===== config.mk =====
export PLATFORM = sky130hd
export DESIGN_NAME = mul_div_sequencer_flat
export DESIGN_NICKNAME = d
export VERILOG_FILES = /design/src/rtl/mips_alu_pkg.sv /design/src/rtl/mul_div_sequencer_if.sv /design/src/rtl/md_step_datapath.sv /design/src/rtl/mul_div_sequencer.sv /design/src/flat_wrapper.sv
export SDC_FILE = /design/constraint.sdc
export NUM_CORES = 1
export LEC_CHECK = 0
export ABC_AREA = 0
export CORE_AREA = 2 2 174 176
export DETAILED_ROUTE_END_ITERATION = 8
export DIE_AREA = 0 0 176 178
export PLACE_DENSITY = 0.84
export SLEW_MARGIN = 20
export SYNTH_ARGS = -nofsm -noshare
export SYNTH_HDL_FRONTEND = slang
export SYNTH_HIERARCHICAL = 1
export SYNTH_SLANG_ARGS = --single-unit
export TNS_END_PERCENT = 20

===== constraint.sdc =====
create_clock -name clk -period 3.8 [get_ports clk]
set_input_delay 0.38 -clock clk [delete_from_list [all_inputs] [get_ports clk]]
set_output_delay 0.38 -clock clk [all_outputs]
set_load 0.01 [all_outputs]

===== src/rtl/mips_alu_pkg.sv =====
// Shared EX-stage definitions: ALU op codes, mul/div op codes,
// and the mul/div sequencer state encoding.
package mips_alu_pkg;

  localparam logic [3:0] ALU_AND = 4'b0000;
  localparam logic [3:0] ALU_OR  = 4'b0001;
  localparam logic [3:0] ALU_ADD = 4'b0010;
  localparam logic [3:0] ALU_SUB = 4'b0110;
  localparam logic [3:0] ALU_SLT = 4'b0111;

  typedef enum logic [1:0] {
    MD_MULT  = 2'b00,
    MD_MULTU = 2'b01,
    MD_DIV   = 2'b10,
    MD_DIVU  = 2'b11
  } md_op_e;

  typedef enum logic [1:0] {
    S_IDLE  = 2'b00,
    S_CALC  = 2'b01,
    S_FIXUP = 2'b10,
    S_DONE  = 2'b11
  } md_state_e;

  function automatic logic md_is_div(md_op_e op);
    return op[1];
  endfunction

  function automatic logic md_is_signed(md_op_e op);
    return ~op[0];
  endfunction

endpackage


===== src/rtl/mul_div_sequencer_if.sv =====
// Request/result bundle between the EX stage and the
// iterative multiply/divide unit.
interface mul_div_sequencer_if #(
  parameter int WIDTH = 32
);
  logic             start;
  logic [1:0]       op;
  logic [WIDTH-1:0] src_a;
  logic [WIDTH-1:0] src_b;
  logic             flush;
  logic             hi_we;
  logic             lo_we;
  logic [WIDTH-1:0] wdata;
  logic             busy;
  logic             done;
  logic             div_by_zero;
  logic [WIDTH-1:0] hi;
  logic [WIDTH-1:0] lo;

  modport master (
    output start, op, src_a, src_b, flush,
    output hi_we, lo_we, wdata,
    input  busy, done, div_by_zero, hi, lo
  );

  modport slave (
    input  start, op, src_a, src_b, flush,
    input  hi_we, lo_we, wdata,
    output busy, done, div_by_zero, hi, lo
  );
endinterface


===== src/rtl/md_step_datapath.sv =====
// One iteration of the mul/div loop: shift-add multiply or
// restoring divide step, purely combinational.
module md_step_datapath #(
  parameter int WIDTH = 32
) (
  input  logic               is_div,
  input  logic [2*WIDTH-1:0] acc_i,
  input  logic [WIDTH-1:0]   rem_i,
  input  logic [WIDTH-1:0]   b_i,
  output logic [2*WIDTH-1:0] acc_o,
  output logic [WIDTH-1:0]   rem_o
);

  logic [WIDTH:0] sum;
  logic [WIDTH:0] shifted;
  logic [WIDTH:0] trial;

  // Multiply keeps the multiplier in the low word and grows the
  // product from the top; divide shifts dividend bits into rem.
  always_comb begin
    acc_o   = acc_i;
    rem_o   = rem_i;
    sum     = '0;
    shifted = '0;
    trial   = '0;
    if (is_div) begin
      shifted = {rem_i, acc_i[WIDTH-1]};
      trial   = shifted - {1'b0, b_i};
      rem_o   = trial[WIDTH] ? shifted[WIDTH-1:0]
                             : trial[WIDTH-1:0];
      acc_o   = {acc_i[2*WIDTH-1:WIDTH],
                 acc_i[WIDTH-2:0], ~trial[WIDTH]};
    end else begin
      sum   = {1'b0, acc_i[2*WIDTH-1:WIDTH]}
            + (acc_i[0] ? {1'b0, b_i} : '0);
      acc_o = {sum, acc_i[WIDTH-1:1]};
    end
  end

endmodule


===== src/rtl/mul_div_sequencer.sv =====
// Iterative MULT/MULTU/DIV/DIVU unit owning HI/LO; stalls the
// pipeline via busy and signals completion with a done pulse.
module mul_div_sequencer
  import mips_alu_pkg::*;
#(
  parameter int WIDTH = 32
) (
  input logic               clk,
  input logic               reset,
  mul_div_sequencer_if.slave bus
);

  localparam int CW = $clog2(WIDTH);
  localparam logic [CW-1:0] CNT_LAST = CW'(WIDTH - 1);

  md_state_e          state_q, state_d;
  logic [CW-1:0]      cnt_q, cnt_d;
  logic [2*WIDTH-1:0] acc_q, acc_d;
  logic [WIDTH-1:0]   rem_q, rem_d;
  logic [WIDTH-1:0]   b_q, b_d;
  logic               div_q, div_d;
  logic               neg_res_q, neg_res_d;
  logic               neg_rem_q, neg_rem_d;
  logic [WIDTH-1:0]   hi_q, hi_d;
  logic [WIDTH-1:0]   lo_q, lo_d;
  logic               done_q, done_d;
  logic               dbz_q, dbz_d;

  logic [2*WIDTH-1:0] step_acc;
  logic [WIDTH-1:0]   step_rem;

  md_step_datapath #(.WIDTH(WIDTH)) u_step (
    .is_div (div_q),
    .acc_i  (acc_q),
    .rem_i  (rem_q),
    .b_i    (b_q),
    .acc_o  (step_acc),
    .rem_o  (step_rem)
  );

  md_op_e             op_in;
  logic               sgn;
  logic               a_neg;
  logic               b_neg;
  logic [WIDTH-1:0]   mag_a;
  logic [WIDTH-1:0]   mag_b;
  logic [2*WIDTH-1:0] prod;

  assign op_in = md_op_e'(bus.op);
  assign sgn   = md_is_signed(op_in);
  assign a_neg = sgn & bus.src_a[WIDTH-1];
  assign b_neg = sgn & bus.src_b[WIDTH-1];
  assign mag_a = a_neg ? -bus.src_a : bus.src_a;
  assign mag_b = b_neg ? -bus.src_b : bus.src_b;

  // Next-state, datapath loading and HI/LO update decisions.
  always_comb begin
    state_d   = state_q;
    cnt_d     = cnt_q;
    acc_d     = acc_q;
    rem_d     = rem_q;
    b_d       = b_q;
    div_d     = div_q;
    neg_res_d = neg_res_q;
    neg_rem_d = neg_rem_q;
    hi_d      = hi_q;
    lo_d      = lo_q;
    done_d    = 1'b0;
    dbz_d     = 1'b0;
    prod      = neg_res_q ? -acc_q : acc_q;
    unique case (state_q)
      S_IDLE: begin
        if (bus.hi_we) hi_d = bus.wdata;
        if (bus.lo_we) lo_d = bus.wdata;
        if (bus.start && !bus.flush) begin
          div_d = md_is_div(op_in);
          if (md_is_div(op_in) && bus.src_b == '0) begin
            state_d = S_DONE;
            done_d  = 1'b1;
            dbz_d   = 1'b1;
          end else begin
            acc_d     = {{WIDTH{1'b0}}, mag_a};
            rem_d     = '0;
            b_d       = mag_b;
            neg_res_d = a_neg ^ b_neg;
            neg_rem_d = a_neg;
            cnt_d     = '0;
            state_d   = S_CALC;
          end
        end
      end
      S_CALC: begin
        acc_d = step_acc;
        rem_d = step_rem;
        cnt_d = cnt_q + CW'(1);
        if (cnt_q == CNT_LAST) state_d = S_FIXUP;
      end
      S_FIXUP: begin
        if (div_q) begin
          lo_d = neg_res_q ? -acc_q[WIDTH-1:0]
                           : acc_q[WIDTH-1:0];
          hi_d = neg_rem_q ? -rem_q : rem_q;
        end else begin
          hi_d = prod[2*WIDTH-1:WIDTH];
          lo_d = prod[WIDTH-1:0];
        end
        state_d = S_DONE;
        done_d  = 1'b1;
      end
      S_DONE: begin
        state_d = S_IDLE;
      end
      default: begin
        state_d = S_IDLE;
      end
    endcase
    if (state_q != S_IDLE && bus.flush) begin
      state_d = S_IDLE;
      done_d  = 1'b0;
      dbz_d   = 1'b0;
      hi_d    = hi_q;
      lo_d    = lo_q;
    end
  end

  // State, iteration registers and architectural HI/LO.
  always_ff @(posedge clk) begin
    if (reset) begin
      state_q   <= S_IDLE;
      cnt_q     <= '0;
      acc_q     <= '0;
      rem_q     <= '0;
      b_q       <= '0;
      div_q     <= 1'b0;
      neg_res_q <= 1'b0;
      neg_rem_q <= 1'b0;
      hi_q      <= '0;
      lo_q      <= '0;
      done_q    <= 1'b0;
      dbz_q     <= 1'b0;
    end else begin
      state_q   <= state_d;
      cnt_q     <= cnt_d;
      acc_q     <= acc_d;
      rem_q     <= rem_d;
      b_q       <= b_d;
      div_q     <= div_d;
      neg_res_q <= neg_res_d;
      neg_rem_q <= neg_rem_d;
      hi_q      <= hi_d;
      lo_q      <= lo_d;
      done_q    <= done_d;
      dbz_q     <= dbz_d;
    end
  end

  assign bus.busy        = (state_q != S_IDLE);
  assign bus.done        = done_q;
  assign bus.div_by_zero = dbz_q;
  assign bus.hi          = hi_q;
  assign bus.lo          = lo_q;

endmodule

===== src/flat_wrapper.sv =====
// flat-port wrapper written by rule: the top's interface ports become plain ports
module mul_div_sequencer_flat import mips_alu_pkg::*;
#(
  parameter int WIDTH = 32
)
  (clk, reset, bus_start, bus_op, bus_src_a, bus_src_b, bus_flush, bus_hi_we, bus_lo_we, bus_wdata, bus_busy, bus_done, bus_div_by_zero, bus_hi, bus_lo);
  mul_div_sequencer_if #(.WIDTH(WIDTH)) bus_i ();
  input logic clk;
  input logic reset;
  input wire logic [$bits(bus_i.start)-1:0] bus_start;
  input wire logic [$bits(bus_i.op)-1:0] bus_op;
  input wire logic [$bits(bus_i.src_a)-1:0] bus_src_a;
  input wire logic [$bits(bus_i.src_b)-1:0] bus_src_b;
  input wire logic [$bits(bus_i.flush)-1:0] bus_flush;
  input wire logic [$bits(bus_i.hi_we)-1:0] bus_hi_we;
  input wire logic [$bits(bus_i.lo_we)-1:0] bus_lo_we;
  input wire logic [$bits(bus_i.wdata)-1:0] bus_wdata;
  output wire logic [$bits(bus_i.busy)-1:0] bus_busy;
  output wire logic [$bits(bus_i.done)-1:0] bus_done;
  output wire logic [$bits(bus_i.div_by_zero)-1:0] bus_div_by_zero;
  output wire logic [$bits(bus_i.hi)-1:0] bus_hi;
  output wire logic [$bits(bus_i.lo)-1:0] bus_lo;
  assign bus_i.start = bus_start;
  assign bus_i.op = bus_op;
  assign bus_i.src_a = bus_src_a;
  assign bus_i.src_b = bus_src_b;
  assign bus_i.flush = bus_flush;
  assign bus_i.hi_we = bus_hi_we;
  assign bus_i.lo_we = bus_lo_we;
  assign bus_i.wdata = bus_wdata;
  assign bus_busy = bus_i.busy;
  assign bus_done = bus_i.done;
  assign bus_div_by_zero = bus_i.div_by_zero;
  assign bus_hi = bus_i.hi;
  assign bus_lo = bus_i.lo;
  mul_div_sequencer #(.WIDTH(WIDTH)) u_core (.clk(clk), .reset(reset), .bus(bus_i));
endmodule

# Word level (Yosys, flattened, before mapping)
# Index checks and enable logic that the tools add are counted.
[op_classes]
addsub = 8
n_mul = 0
div_mod_pow = 0
magnitude_cmp = 0
n_eq_ne = 11
shifts = 0
muxes = 31
bitwise = 8
reduce_logical = 19
[op_table]
columns = ["cell", "count"]
rows = [
  ["32-bit two-way mux", 13],
  ["64-bit two-way mux", 4],
  ["32-bit case mux with 2 select lines", 3],
  ["32-bit negation", 4],
  ["64-bit case mux with 2 select lines", 1],
  ["64-bit negation", 1],
  ["32-bit by 32-bit adder with 33-bit output", 1],
  ["33-bit by 32-bit subtractor with 33-bit output", 1],
  ["32-bit zero test", 1],
  ["3-bit AND reduction", 4],
  ["5-bit two-way mux", 2],
  ["5-bit case mux with 2 select lines", 1],
  ["2-bit inequality test, second input constant", 4],
  ["2-bit case mux with 4 select lines", 1],
  ["4-bit AND reduction", 2],
  ["2-bit two-way mux", 3],
  ["2-bit by 1-bit inequality test with 1-bit output, second input constant", 3],
  ["2-bit nonzero test", 3],
  ["5-bit by 1-bit adder with 5-bit output, second input constant", 1],
  ["5-bit equality test, second input constant", 1],
  ["1-bit NOT", 5],
  ["2-bit equality test, second input constant", 2],
  ["2-bit AND reduction", 2],
  ["1-bit logical AND", 3],
  ["9 further kinds", 11],
]
[totals]
reg_bits = 204
latch_bits = 0
ram_bits = 0
romBits = 0
inputBits = 104
out_inout_bits = 67
wordCells = 90
memories = 0

# Logic depth before layout (Yosys ltp)
[logic_depth]
depth_word = 6
mapped_depth = 15
depth_no_buf = 14

# Modules after synthesis
# The synthesis kept the hierarchy.
[modules_own_cells]
columns = ["mod", "n_inst", "cells_each", "area_per_inst_um2", "seq_area_each_um2"]
rows = [
  ["mul_div_sequencer", 1, 1596, 12191.7, 4083.9],
  ["md_step_datapath", 1, 756, 4895.9, 0.0],
]

# Least setup slack after synthesis
# Ideal clock, no wire load.
[synth_path]
path_type = "register -> register"
start = "register u_core.acc_q[0]"
end = "register u_core.acc_q[51]"
setup_time_ns = 0.070
arrival_time_ns = 3.057
required_ns = 3.730
setup_slack_ns = 0.673
stages_incl_launch_ff = 15
n_path_buf = 1
synth_period_minus_slack_ns = 3.127
cell_sequence = "dfxtp_1 > clkbuf_1 > and2_1 > ha_1 > a2111oi_0 > o21ai_0 > nand3_1 > nand2_1 > a21o_1 > a221o_1 > a21oi_1 > xor2_1 > o21ai_0 > nand3_1 > a21oi_1"
[synth_via]
elab_chain_cells = 4
[synth_rtl]
columns = ["element", "line", "rtl"]
rows = [
  ["start: declaration", "mul_div_sequencer.sv:18", "logic [2*WIDTH-1:0] acc_q, acc_d;"],
  ["start signal: assignment", "mul_div_sequencer.sv:131", "acc_q <= '0;"],
  ["start signal: assignment", "mul_div_sequencer.sv:144", "acc_q <= acc_d;"],
  ["32-bit two-way mux", "md_step_datapath.sv:35", "+ (acc_i[0] ? {1'b0, b_i} : '0);"],
  ["32-bit by 32-bit adder with 33-bit output", "md_step_datapath.sv:35", ""],
  ["64-bit two-way mux", "md_step_datapath.sv:26", "if (is_div) begin"],
  ["via u_core.step_acc[51]", "mul_div_sequencer.sv:29", "logic [2*WIDTH-1:0] step_acc;"],
  ["64-bit case mux with 2 select lines", "mul_div_sequencer.sv:71", "unique case (state_q)"],
]
# The timed path passes the listed nets, and every way through them passes these cells. The select of a mux whose other input is x is not followed.
# A chain may end at the register's enable or synchronous reset.

# Worst setup path after layout
[layout_path]
start = "register u_core.b_q[6]"
end = "register u_core.rem_q[27]"
[layout_via]
elab_chain_cells = 4
[layout_rtl]
columns = ["element", "line", "rtl"]
rows = [
  ["start: declaration", "mul_div_sequencer.sv:20", "logic [WIDTH-1:0] b_q, b_d;"],
  ["start signal: assignment", "mul_div_sequencer.sv:133", "b_q <= '0;"],
  ["start signal: assignment", "mul_div_sequencer.sv:146", "b_q <= b_d;"],
  ["33-bit by 32-bit subtractor with 33-bit output", "md_step_datapath.sv:28", "trial = shifted - {1'b0, b_i};"],
  ["32-bit two-way mux", "md_step_datapath.sv:29", "rem_o = trial[WIDTH] ? shifted[WIDTH-1:0]"],
  ["32-bit two-way mux", "md_step_datapath.sv:26", ""],
  ["via u_core.step_rem[27]", "mul_div_sequencer.sv:30", "logic [WIDTH-1:0] step_rem;"],
  ["32-bit case mux with 2 select lines", "mul_div_sequencer.sv:71", ""],
  ["end signal: assignment", "mul_div_sequencer.sv:145", "rem_q <= rem_d;"],
  ["end: declaration", "mul_div_sequencer.sv:19", "logic [WIDTH-1:0] rem_q, rem_d;"],
]
# The timed path passes the listed nets, and every way through them passes these cells. The select of a mux whose other input is x is not followed.

==> results.cfg <==
[timing]
fin_crit_sh = 0.9371
max_freq_ghz = 0.2808
relSlewSlack = 0.2337
max_slew.worst_pin.slew_ns = 1.149
clock_skew_ns = 0.01461
slew_viol_final = 0
finalHoldViolations = 0
setup_viol = 0
post-route-min-period_ns = 3.561
setup_ws_ns = 0.2388

[power]
leakagePower_nw = 7.947
power_density_nw_per_um2 = 503.7
p_comb_frac = 0.486
ir_worst_vdd_mv = 0.4018
finalPower_mw = 10.24
internal-power_mw = 5.801
switching_share = 0.4338
clockPowerShare = 0.234
p_sw_mw = 4.444
pwr-share-seq = 0.281

[run]
drv_cap = 0

[global_routing]
grt_pass1_vias = 17510
grt_max_degree = 104
overflow = 0
grt_pass1_wl_microns = 93630
gr-usage-all-layers = 0.3725
antenna_found_initial = 1

[clock_tree]
cts_tree = built
cts_hold_buf = 0
cts_num_sinks = 204
clock_latency_ns = 0.54
cts-buffers-inserted = 25
clk_pin_slew_ns = 0.06
cts_buffer_depth = 3
htreeDepth = 1
cts_root_buffer = clkbuf_16

[route]
ant_nets = 0
first_pass_iters = 7
wl_met3_microns = 6886
first_iter_violations = 2613
routed_wl_microns = 61230
wl_per_cell_microns = 21.19
routed.top_layer = met4
met2_wirelength_microns = 26510
m1WireLength_microns = 24450
routed_via_density = 6.685
drc_errors = 0
vias = 19320

[critical_path]
worstPathRequired_ns = 4.25
regToRegSetupSlack_ns = 0.24
criticalPathCategory = reg2reg
cp-start-kind = register
regToRegEndpoint = u_core/rem_q[27]
cp-end-kind = register
ff2ff_path_depth = 12
crit_fanout = 5
r2r-start = u_core/b_q[6]
critical_path_arrival_ns = 4.01

[layout]
layout_common_cells = nand2_1, a21oi_1, nor2_1
n_fill_cell = 2427
regArea_sq_um = 4089
final_common_cell = nand2_1
final_area_sq_um = 20340
synthToLayoutAreaGrowth_pct = 19.02
nNetsFinal = 2664
multi_input_area_sq_um = 12140
final_layout_size_suffix_gt1_frac = 0.08804

[min_path]
min-delay-start = reset
min_path_cells = 2
hp-class = in2reg
whs_endpoint = u_core/bus.lo[31]

[logic_synthesis]
syn_avg_cell_area_sq_um = 7.265
synth_fp_nets = 2531
yosys.area.top_type = dfxtp_1
ys_ff_latch = 204
yosysWarnings = 6
syn-instance-count = 2352
syn_area_sq_um = 17090
netlist_top_cells_area = dfxtp_1, a21oi_1, nand2_1
synth-seq-area-share = 0.2390
synth_edf_count = 0
synth_flop_cell = dfxtp_1
yosysTopAreaCellShare = 0.2390
async_reset_ff_frac = 0
synth_cell_types = 86

[place]
detailed_place_hpwl_microns = 45650
pre_cts_slack_ns = 0.1927
place_area_sq_um = 19510
gp_congestion = 1.006
io_buffers = 170

[die]
rows = 63
core-area_sq_um = 29400
initial_core_util = 0.5812
fp.dieArea_sq_um = 31330
die_y_microns = 178
ios = 171
die_w_microns = 176

[run_status]
status = complete, no violations
==> power groups by stage <==
stage,Clock [mW],Combinational [mW],Sequential [mW]
after global placement,0,4.69,2.89
after floorplan,0,3.12,2.83
after global routing,2.47,5.31,2.90
final,2.39,4.98,2.88
after detailed placement,0,4.80,2.90
after CTS,2.40,4.83,2.85
==> per-layer routing <==
layer | up-vias | global-route usage
li1 | 8852 | -
met1 | 9024 | 0.4960
met2 | 1235 | 0.5751
met3 | 210 | 0.07140
met4 | 0 | 0.1915
met5 | - | 0
==> registers in the layout (all words and copies together) (netlist names) <==
name,cells
u_core/b_q,32
u_core/neg_res_q,1
u_core/neg_rem_q,1
u_core/cnt_q,5
u_core/bus.lo,32
u_core/bus.done,1
u_core/acc_q,64
u_core/rem_q,32
u_core/div_q,1
u_core/bus.hi,32
u_core/bus.div_by_zero,1
u_core/state_q,2
==> worst max path at each step <==
stage	slack, ns	start	to	cells past startpoint
finish	0.24	u_core/b_q[6]	u_core/rem_q[27]	12
global route	-0.006	u_core/b_q[17]	u_core/rem_q[2]	15
CTS	0.14	u_core/acc_q[0]	u_core/acc_q[60]	13
detailed placement	0.19	bus_src_b[0]	u_core/acc_q[55]	9
global placement	0.30	u_core/acc_q[0]	u_core/acc_q[60]	13
floorplan	0.67	u_core/acc_q[0]	u_core/acc_q[51]	14
==> kinds of logic after synthesis <==
group | count (synthesis) | share of synthesized area
DFF | 204 | 0.2390
xor gates and xnor gates | 174 | 0.09006
and+or+nand+nor | 862 | 0.2419
muxes | 51 | 0.03244
adders and majority gates | 75 | 0.05580
AOI/OAI and AO/OA | 745 | 0.2862
buffers and inverters | 241 | 0.05455
==> worst max-delay path, cell delays in order, from the launching register on <==
cell and delay [ns]:
dfxtp_1 0.41, inv_1 0.07, ha_1 0.36, a21o_1 0.21, or3_1 0.31, o211ai_1 0.29
nand2_1 0.19, a31oi_1 0.54, o21ai_0 0.21, o311ai_1 0.42, o21a_1 0.19, nand3_1 0.07
a21oi_1 0.20
==> per-stage QoR <==
step	TNS [ns]	hold slack, ns	cells	util
final	0	0.4041	2890	0.6917
after global routing	-0.006202	0.4185	2890	0.6917
after CTS	0	0.3871	2886	0.6906
after detailed placement	0	0.4566	2845	0.6636
after global placement	0	0.4432	2845	0.6636
after floorplan	0	0.4362	2352	-
==> repair_timing <==
item | 4_1_cts | 5_1_grt
gates resized for setup | 0 | 3
endpoints found under the hold margin | 0 | 0
setup endpoints to repair | 0 | 11
buffers inserted | 0 | 3
==> cell type report <==
class,instances,area share
Antenna cell,1,0.0001230
Clock buffer,37,0.03544
Clock inverter,4,0.003630
Inverter,76,0.01403
Multi-Input combinational cell,1907,0.5970
Sequential cell,204,0.2011
Tap cell,390,0.02399
Timing Repair Buffer,271,0.1247
==> synthesized netlist by cell type, types with 7 or more instances <==
library cell    n
a211oi_1       66
or2_2          12
nand3_1       104
o21ai_0       112
a31oi_1        30
a31o_2          8
nor2b_1        12
a311oi_1        7
mux2_2         35
ha_1           73
a21oi_1       249
o221ai_1        9
and2_1         39
xnor2_1        93
o211ai_1       37
dfxtp_1       204
a211o_1         7
nor3b_1         8
a41oi_1        10
o21bai_1        7
a21o_1         40
xor2_1         79
nand4_1        11
o41ai_1        32
buf_1          17
o21ai_1         9
and3_1         19
nor4_1         23
clkbuf_1      138
or4_1          31
nand2_1       257
nor2_1        218
o21a_1         15
inv_1          74
o211a_1         7
o31ai_1        35
nand2b_1       26
mux2i_1        16
a2111oi_0       8
nor3_1         55
or3_1          24
Power figures use the tool's default switching activity.
